==> src/rtl/pipe_stall_ctrl_pkg.sv <==
// Shared types and constants for the pipeline stall/flush controller.
// The pipe_ld bit indices name the pipeline register each load enable drives.
package pipe_stall_ctrl_pkg;

    typedef enum logic [1:0] {
        ST_RUN   = 2'd0,
        ST_WAIT  = 2'd1,
        ST_ERROR = 2'd2
    } state_e;

    localparam int unsigned PC     = 0;
    localparam int unsigned IF_ID  = 1;
    localparam int unsigned ID_EX  = 2;
    localparam int unsigned EX_MEM = 3;
    localparam int unsigned MEM_WB = 4;

    localparam logic [4:0] LD_NONE = 5'b00000;
    localparam logic [4:0] LD_ALL  = 5'b11111;
    // A hazard freezes the front end (PC, IF/ID) while the back end drains.
    localparam logic [4:0] LD_HOLD_FRONT = LD_ALL & ~((5'b1 << PC) | (5'b1 << IF_ID));

endpackage

==> src/rtl/pipe_stall_ctrl_sat_counter.sv <==
// Saturating up-counter: advances on inc_i and sticks at all-ones.
module sat_counter #(
    parameter int WIDTH = 16
) (
    input  logic             clk,
    input  logic             rst,
    input  logic             inc_i,
    output logic [WIDTH-1:0] count_o
);

    logic [WIDTH-1:0] count_q;

    always_ff @(posedge clk or posedge rst) begin
        if (rst) begin
            count_q <= '0;
        end else if (inc_i && (count_q != {WIDTH{1'b1}})) begin
            count_q <= count_q + 1'b1;
        end
    end

    assign count_o = count_q;

endmodule

==> src/rtl/pipe_stall_ctrl.sv <==
// Pipeline stall/flush controller: memory stall > branch squash > data hazard,
// with a bounded memory wait that falls into a sticky ERROR state on timeout.
module pipe_stall_ctrl
    import pipe_stall_ctrl_pkg::*;
#(
    parameter int WAIT_MAX = 15,
    parameter int CNT_W    = 16
) (
    input  logic             clk,
    input  logic             rst,
    input  logic             hazard,
    input  logic             branch_taken,
    input  logic             mem_req,
    input  logic             mem_ready,
    input  logic             s_req,
    output logic [4:0]       pipe_ld,
    output logic             flush_if_id,
    output logic             flush_id_ex,
    output logic             status_ld,
    output logic             mem_busy,
    output logic             mem_timeout,
    output logic [CNT_W-1:0] stall_cnt
);

    localparam logic [7:0] WAIT_LAST = 8'(WAIT_MAX - 1);

    state_e     state_q, state_d;
    logic [7:0] wait_q, wait_d;

    always_ff @(posedge clk or posedge rst) begin
        if (rst) begin
            state_q <= ST_RUN;
            wait_q  <= '0;
        end else begin
            state_q <= state_d;
            wait_q  <= wait_d;
        end
    end

    // Outputs are purely combinational so the pipeline reacts in the same cycle.
    always_comb begin
        state_d     = state_q;
        wait_d      = wait_q;
        pipe_ld     = LD_NONE;
        flush_if_id = 1'b0;
        flush_id_ex = 1'b0;
        case (state_q)
            ST_RUN: begin
                if (mem_req && !mem_ready) begin
                    state_d = ST_WAIT;
                    wait_d  = '0;
                end else if (branch_taken) begin
                    pipe_ld     = LD_ALL;
                    flush_if_id = 1'b1;
                    flush_id_ex = 1'b1;
                end else if (hazard) begin
                    pipe_ld     = LD_HOLD_FRONT;
                    flush_id_ex = 1'b1;
                end else begin
                    pipe_ld = LD_ALL;
                end
            end
            ST_WAIT: begin
                // A completing access on the last allowed cycle still beats the timeout.
                if (mem_ready) begin
                    pipe_ld = LD_ALL;
                    state_d = ST_RUN;
                end else if (wait_q == WAIT_LAST) begin
                    state_d = ST_ERROR;
                end else begin
                    wait_d = wait_q + 8'd1;
                end
            end
            ST_ERROR: begin
                state_d = ST_ERROR;
            end
            default: begin
                state_d = ST_RUN;
            end
        endcase
    end

    assign status_ld   = s_req & pipe_ld[EX_MEM];
    assign mem_busy    = (state_q == ST_WAIT);
    assign mem_timeout = (state_q == ST_ERROR);

    sat_counter #(
        .WIDTH(CNT_W)
    ) u_stall_cnt (
        .clk    (clk),
        .rst    (rst),
        .inc_i  (~pipe_ld[PC]),
        .count_o(stall_cnt)
    );

endmodule

==> config.mk <==
export PLATFORM = sky130hd
export DESIGN_NAME = pipe_stall_ctrl
export DESIGN_NICKNAME = d
export VERILOG_FILES = /design/src/rtl/pipe_stall_ctrl_pkg.sv /design/src/rtl/pipe_stall_ctrl_sat_counter.sv /design/src/rtl/pipe_stall_ctrl.sv
export SDC_FILE = /design/constraint.sdc
export NUM_CORES = 1
export LEC_CHECK = 0
export CAP_MARGIN = 30
export CORE_ASPECT_RATIO = 0.8
export CORE_MARGIN = 3
export CORE_UTILIZATION = 45
export DETAILED_ROUTE_END_ITERATION = 10
export PLACE_DENSITY = 0.76
export SYNTH_ARGS = -nofsm -noshare
export SYNTH_HDL_FRONTEND = slang
export SYNTH_SLANG_ARGS = --single-unit
==> constraint.sdc <==
create_clock -name clk -period 4.1 [get_ports clk]
set_input_delay 0.41 -clock clk [delete_from_list [all_inputs] [get_ports clk]]
set_output_delay 0.41 -clock clk [all_outputs]
set_load 0.01 [all_outputs]
After elaboration in Yosys (flattened, before gate mapping)
Index checks and enable logic that the tools add are counted.
{"block": "word_totals", "regBits": 26, "input_bits": 7, "word_cells": 42, "output_inout_bits": 26}
{"block": "classes", "bitwise_logic": 2, "muxes": 20, "add_sub_neg": 2, "n_reduce_logical": 7, "n_eq_ne": 8}
{"cell": "$mux W8", "count": 3}
{"cell": "$add A16 B1 Y16 const B", "count": 1}
{"cell": "$ne A16 B16 Y1 const B", "count": 1}
{"cell": "$pmux W8 S2", "count": 1}
{"cell": "$mux W2", "count": 5}
{"cell": "$mux W5", "count": 2}
{"cell": "$pmux W5 S2", "count": 1}
{"cell": "$add A8 B1 Y8 const B", "count": 1}
{"cell": "$eq A8 B4 Y1 const B", "count": 1}
{"cell": "$mux W1", "count": 7}
{"cell": "$ne A2 B2 Y1 const B", "count": 3}
{"cell": "$pmux W2 S3", "count": 1}
{"cell": "$reduce_and A4 Y1", "count": 1}
{"cell": "$ne A3 B2 Y1 const B", "count": 1}
{"cell": "$eq A2 B1 Y1 const B", "count": 1}
{"cell": "$eq A2 B2 Y1 const B", "count": 1}
{"cell": "$logic_and A1 B1 Y1", "count": 2}
{"cell": "$logic_not A2 Y1", "count": 1}
{"cell": "$reduce_and A2 Y1", "count": 1}
{"cell": "$reduce_bool A2 Y1", "count": 1}
{"cell": "$and A1 B1 Y1", "count": 1}
{"cell": "$logic_not A1 Y1", "count": 1}
{"cell": "$not A1 Y1", "count": 1}

Depth between registers and ports, before layout
{"block": "logic_depth", "word_depth": 6, "depth_mapped": 7, "depth_no_buf": 7}

Modules after synthesis
From an unflattened synthesis, not the netlist that was laid out.
{"block": "hier_totals", "cells_unflattened": 141, "area_unflattened_um2": 1431.4}
{"mod": "sat_counter", "area_each_um2": 805.8, "cells_per_inst": 71, "seq_area_each_um2": 400.4, "n_inst": 1}
{"mod": "pipe_stall_ctrl", "area_each_um2": 625.6, "cells_per_inst": 70, "seq_area_each_um2": 250.2, "n_inst": 1}

Worst setup path before layout
OpenSTA, ideal clock, no wires.
{"block": "synth_timing", "kind": "register to output", "startpoint": "reg state_q[0]", "endpoint": "out pipe_ld[1]", "arrival_ps": 1347, "stages_incl_launch_ff": 5, "path_buffers": 2, "t_required_ps": 3690, "slack_ps": 2343, "cell_sequence": "dfrtp_1 -> o21ba_2 -> nor3_2 -> buf_6 -> buf_4"}
{"block": "synth_via", "elab_chain_cells": 2, "word_cells_on_any_way": 3, "cone_classes": "eq/ne (1); mux (1); reduce/logical (1)"}
{"element": "start, declared", "line_no": "pipe_stall_ctrl.sv:27", "source": "state_e state_q, state_d;"}
{"element": "start signal, assigned", "line_no": "pipe_stall_ctrl.sv:35", "source": "state_q <= state_d;"}
{"element": "$eq A2 B1 Y1 or $logic_not A2 Y1 (tied branches)", "line_no": "pipe_stall_ctrl.sv:47", "source": "case (state_q)"}
{"element": "$pmux W5 S2 (*)", "line_no": "pipe_stall_ctrl.sv:47"}
{"element": "end, declared", "line_no": "pipe_stall_ctrl.sv:16", "source": "output logic [4:0] pipe_ld,"}
Every way passes the cells marked *; elsewhere a longest branch is shown, timed or not.

Worst setup path in the final report
{"block": "layout_timing", "startpoint": "in mem_ready", "endpoint": "out pipe_ld[1]"}
{"block": "layout_via", "elab_chain_cells": 4, "word_cells_on_any_way": 5, "cone_classes": "mux (3); reduce/logical (2)"}
{"element": "start, declared", "line_no": "pipe_stall_ctrl.sv:14", "source": "input logic mem_ready,"}
{"element": "$logic_not A1 Y1", "line_no": "pipe_stall_ctrl.sv:49", "source": "if (mem_req && !mem_ready) begin"}
{"element": "$logic_and A1 B1 Y1", "line_no": "pipe_stall_ctrl.sv:49"}
{"element": "$mux W5", "line_no": "pipe_stall_ctrl.sv:49"}
{"element": "$pmux W5 S2 (*)", "line_no": "pipe_stall_ctrl.sv:47"}
Marked as above.

==> results.tsv <==
metric	value	unit
ys flop type	dfrtp_1	
clk buf depth	2	
Clock Sinks	26	
setup slack after placement	1.62	ns
drc violations	0	
DRT antenna net count	0	
Setup crit end kind	primary output	
clock transition at the registers of the reported paths	0.08	ns
post-synth top area share	44.5	%
routed len/inst	14.6	um
total area of sequential cells	651	sq um
share of synthesized registers carrying an async set or reset	100	%
post-synth top area cell	dfrtp_1	
Max-Cap Viols	0	
IO Count	33	
cts repair resizes	0	
hold-fix buffer count after cts	0	
gr usage total	16.6	%
dpl cell area	1810	sq um
reg2reg path depth	6	
hold crit path type	in2async	
dpl hpwl	2330	um
Crit Path Category	in2out	
antenna cells	0	
Starting DRT DRC Count	56	
Die Width	69.7	um
first-pass GRT wire length	5380	um
peak supply drop	0.000375	V
final standard cell area without fillers	1860	sq um
First-pass DRT Iterations	4	
setup ws final	1.62	ns
GRT overflow	0	
Rows	17	
drt via density	5.69	
Mean Syn Cell Area	10.2	sq um
initial antenna violation count	0	
Worst-Margin Slew	0.453	ns
Root Driver	clkbuf_8	
final RePlAce weighted congestion	0.826	
Port Buffer Count	32	
footprint of the multi-input gates	737	sq um
Mapped Area	1460	sq um
vias	1207	
height of the chip	57.0	um
Yosys cell types	42	
fraction of layout cells with a size suffix above 1	11.5	%
Hold Violations, Final	0	
setup violators final	0	
most common cell after layout, fill and taps aside	clkdlybuf4s50_1	
Max FO, Critical Path	17	
leakage	0.790	nW
Initial Utilization	49.8	%
most frequent cells in the layout	32 x clkdlybuf4s50_1, 26 x dfrtp_1, 14 x xor2_1	
CTS tree	done	
fin crit share	60.4	%
CP Launch Type	primary input	
H-tree lvl count	1	
post-synthesis sequential area ratio	44.5	%
Setup Buffers After CTS	0	
Syn Inst Count	143	
Fillers	233	
top post-synthesis cells by area	dfrtp_1 45%, xor2_1 8.4%, o21ai_0 2.7%	
Ys Warns	0	
Core Region	2940	sq um
syn_nets	153	
Final Max Tran Viols	0	
pin count of the biggest net entering global routing	22	
Critical Path RT	3.69	ns
Fmax	404	MHz
vias in the first global route	1142	
power density cells	431	nW/um^2
outcome	completed	
fin nets	186	
P&R area growth vs syn	27.5	%
RSZ-0062 raised after global routing	false	
WL final	3100	um
clock latency on the worst-skew pair	0.27	ns
Die ar.	3970	sq um
CP Data Arrival Time	2.07	ns
Setup TNS Final	0	ns
Post-synth EDFFs	0	
Tmin final	2.48	ns
fin util	63.5	%
Worst Clk Skew	0.00513	ns
number of CTS-inserted buffers	3	
synthesized flop and latch total	26	
slew margin rel.	69.7	%
[synth_stat cells, drive strengths merged (3+ instances only)]
cell type and instances:
nand3 7, nor2 6, ha 3, inv 4, nand2b 3, nand2 11
nor3b 3, and3 3, o31ai 4, o21ai 8, buf 6, dfrtp 26
nand4 6, nor3 6, xor2 14, nor4 8
[area by class of cell]
type | count | area share (%)
repair buffers | 35 | 19.5
flip-flops and latches | 26 | 34.9
clock buffers | 3 | 2.22
multi-input cells | 105 | 39.6
inverters | 5 | 1.28
well taps | 38 | 2.55
[worst paths after layout]
path / slack, ns / startpoint / endpoint
min reg2reg: 0.51 / wait_q[6] / wait_q[6]
min: 0.39 / rst / wait_q[5]
max reg2reg: 2.16 / u_stall_cnt.count_o[0] / u_stall_cnt.count_o[1]
min in group clk: 0.51 / wait_q[6] / wait_q[6]
max: 1.62 / mem_ready / pipe_ld[1]
max in group asynchronous: 3.32 / rst / u_stall_cnt.count_o[3]
[sequential cells by signal, summed over array words and instances (netlist names)]
| register | cells |
|---|---|
| u_stall_cnt.count_o | 16 |
| wait_q | 8 |
| state_q | 2 |
[critical path, stage by stage]
cell             delay [ns]
clkdlybuf4s50_1        0.51
o21ba_2                0.19
nor3_2                 0.14
buf_4                  0.24
clkdlybuf4s50_1        0.58
[layer usage]
| metal | track usage [%] | vias to the layer above | share of wire, % | wire, um |
|---|---|---|---|---|
| li1 | - | 586 | - | - |
| met1 | 22.4 | 580 | 47 | 1460 |
| met2 | 26.6 | 37 | 46 | 1430 |
| met3 | 5.46 | 4 | 6.0 | 186 |
| met4 | 3.28 | 0 | 0.77 | 24 |
| met5 | 0 | - | 0 | 0 |
[kinds of logic (layout without fill, tap and decap cells)]
logic type	Yosys count	in the layout	share of synthesized area, %
AO/OA/AOI/OAI	23	23	11.6
XOR/XNOR	14	14	8.39
adder cells (fa/ha/maj)	3	3	2.57
buffers and inverters	12	43	5.05
flip-flops	26	26	44.5
multiplexers	2	2	1.54
AND/OR/NAND/NOR	63	63	26.4
[per-stage QoR]
stage | hold WS (ns) | instances | total power [W]
finish | 0.386 | 212 | 0.000803
floorplan | 0.437 | 143 | 0.000517
global route | 0.380 | 212 | 0.000860
global placement | 0.473 | 207 | 0.000649
CTS | 0.386 | 211 | 0.000810
detailed placement | 0.489 | 208 | 0.000667
[where the power goes]
group	switching (W)	internal, W
logic	0.000118	0.000152
registers	0.0000826	0.000309
clock network	0.0000762	0.0000658
No activity file was read; power rests on OpenSTA's default activity.
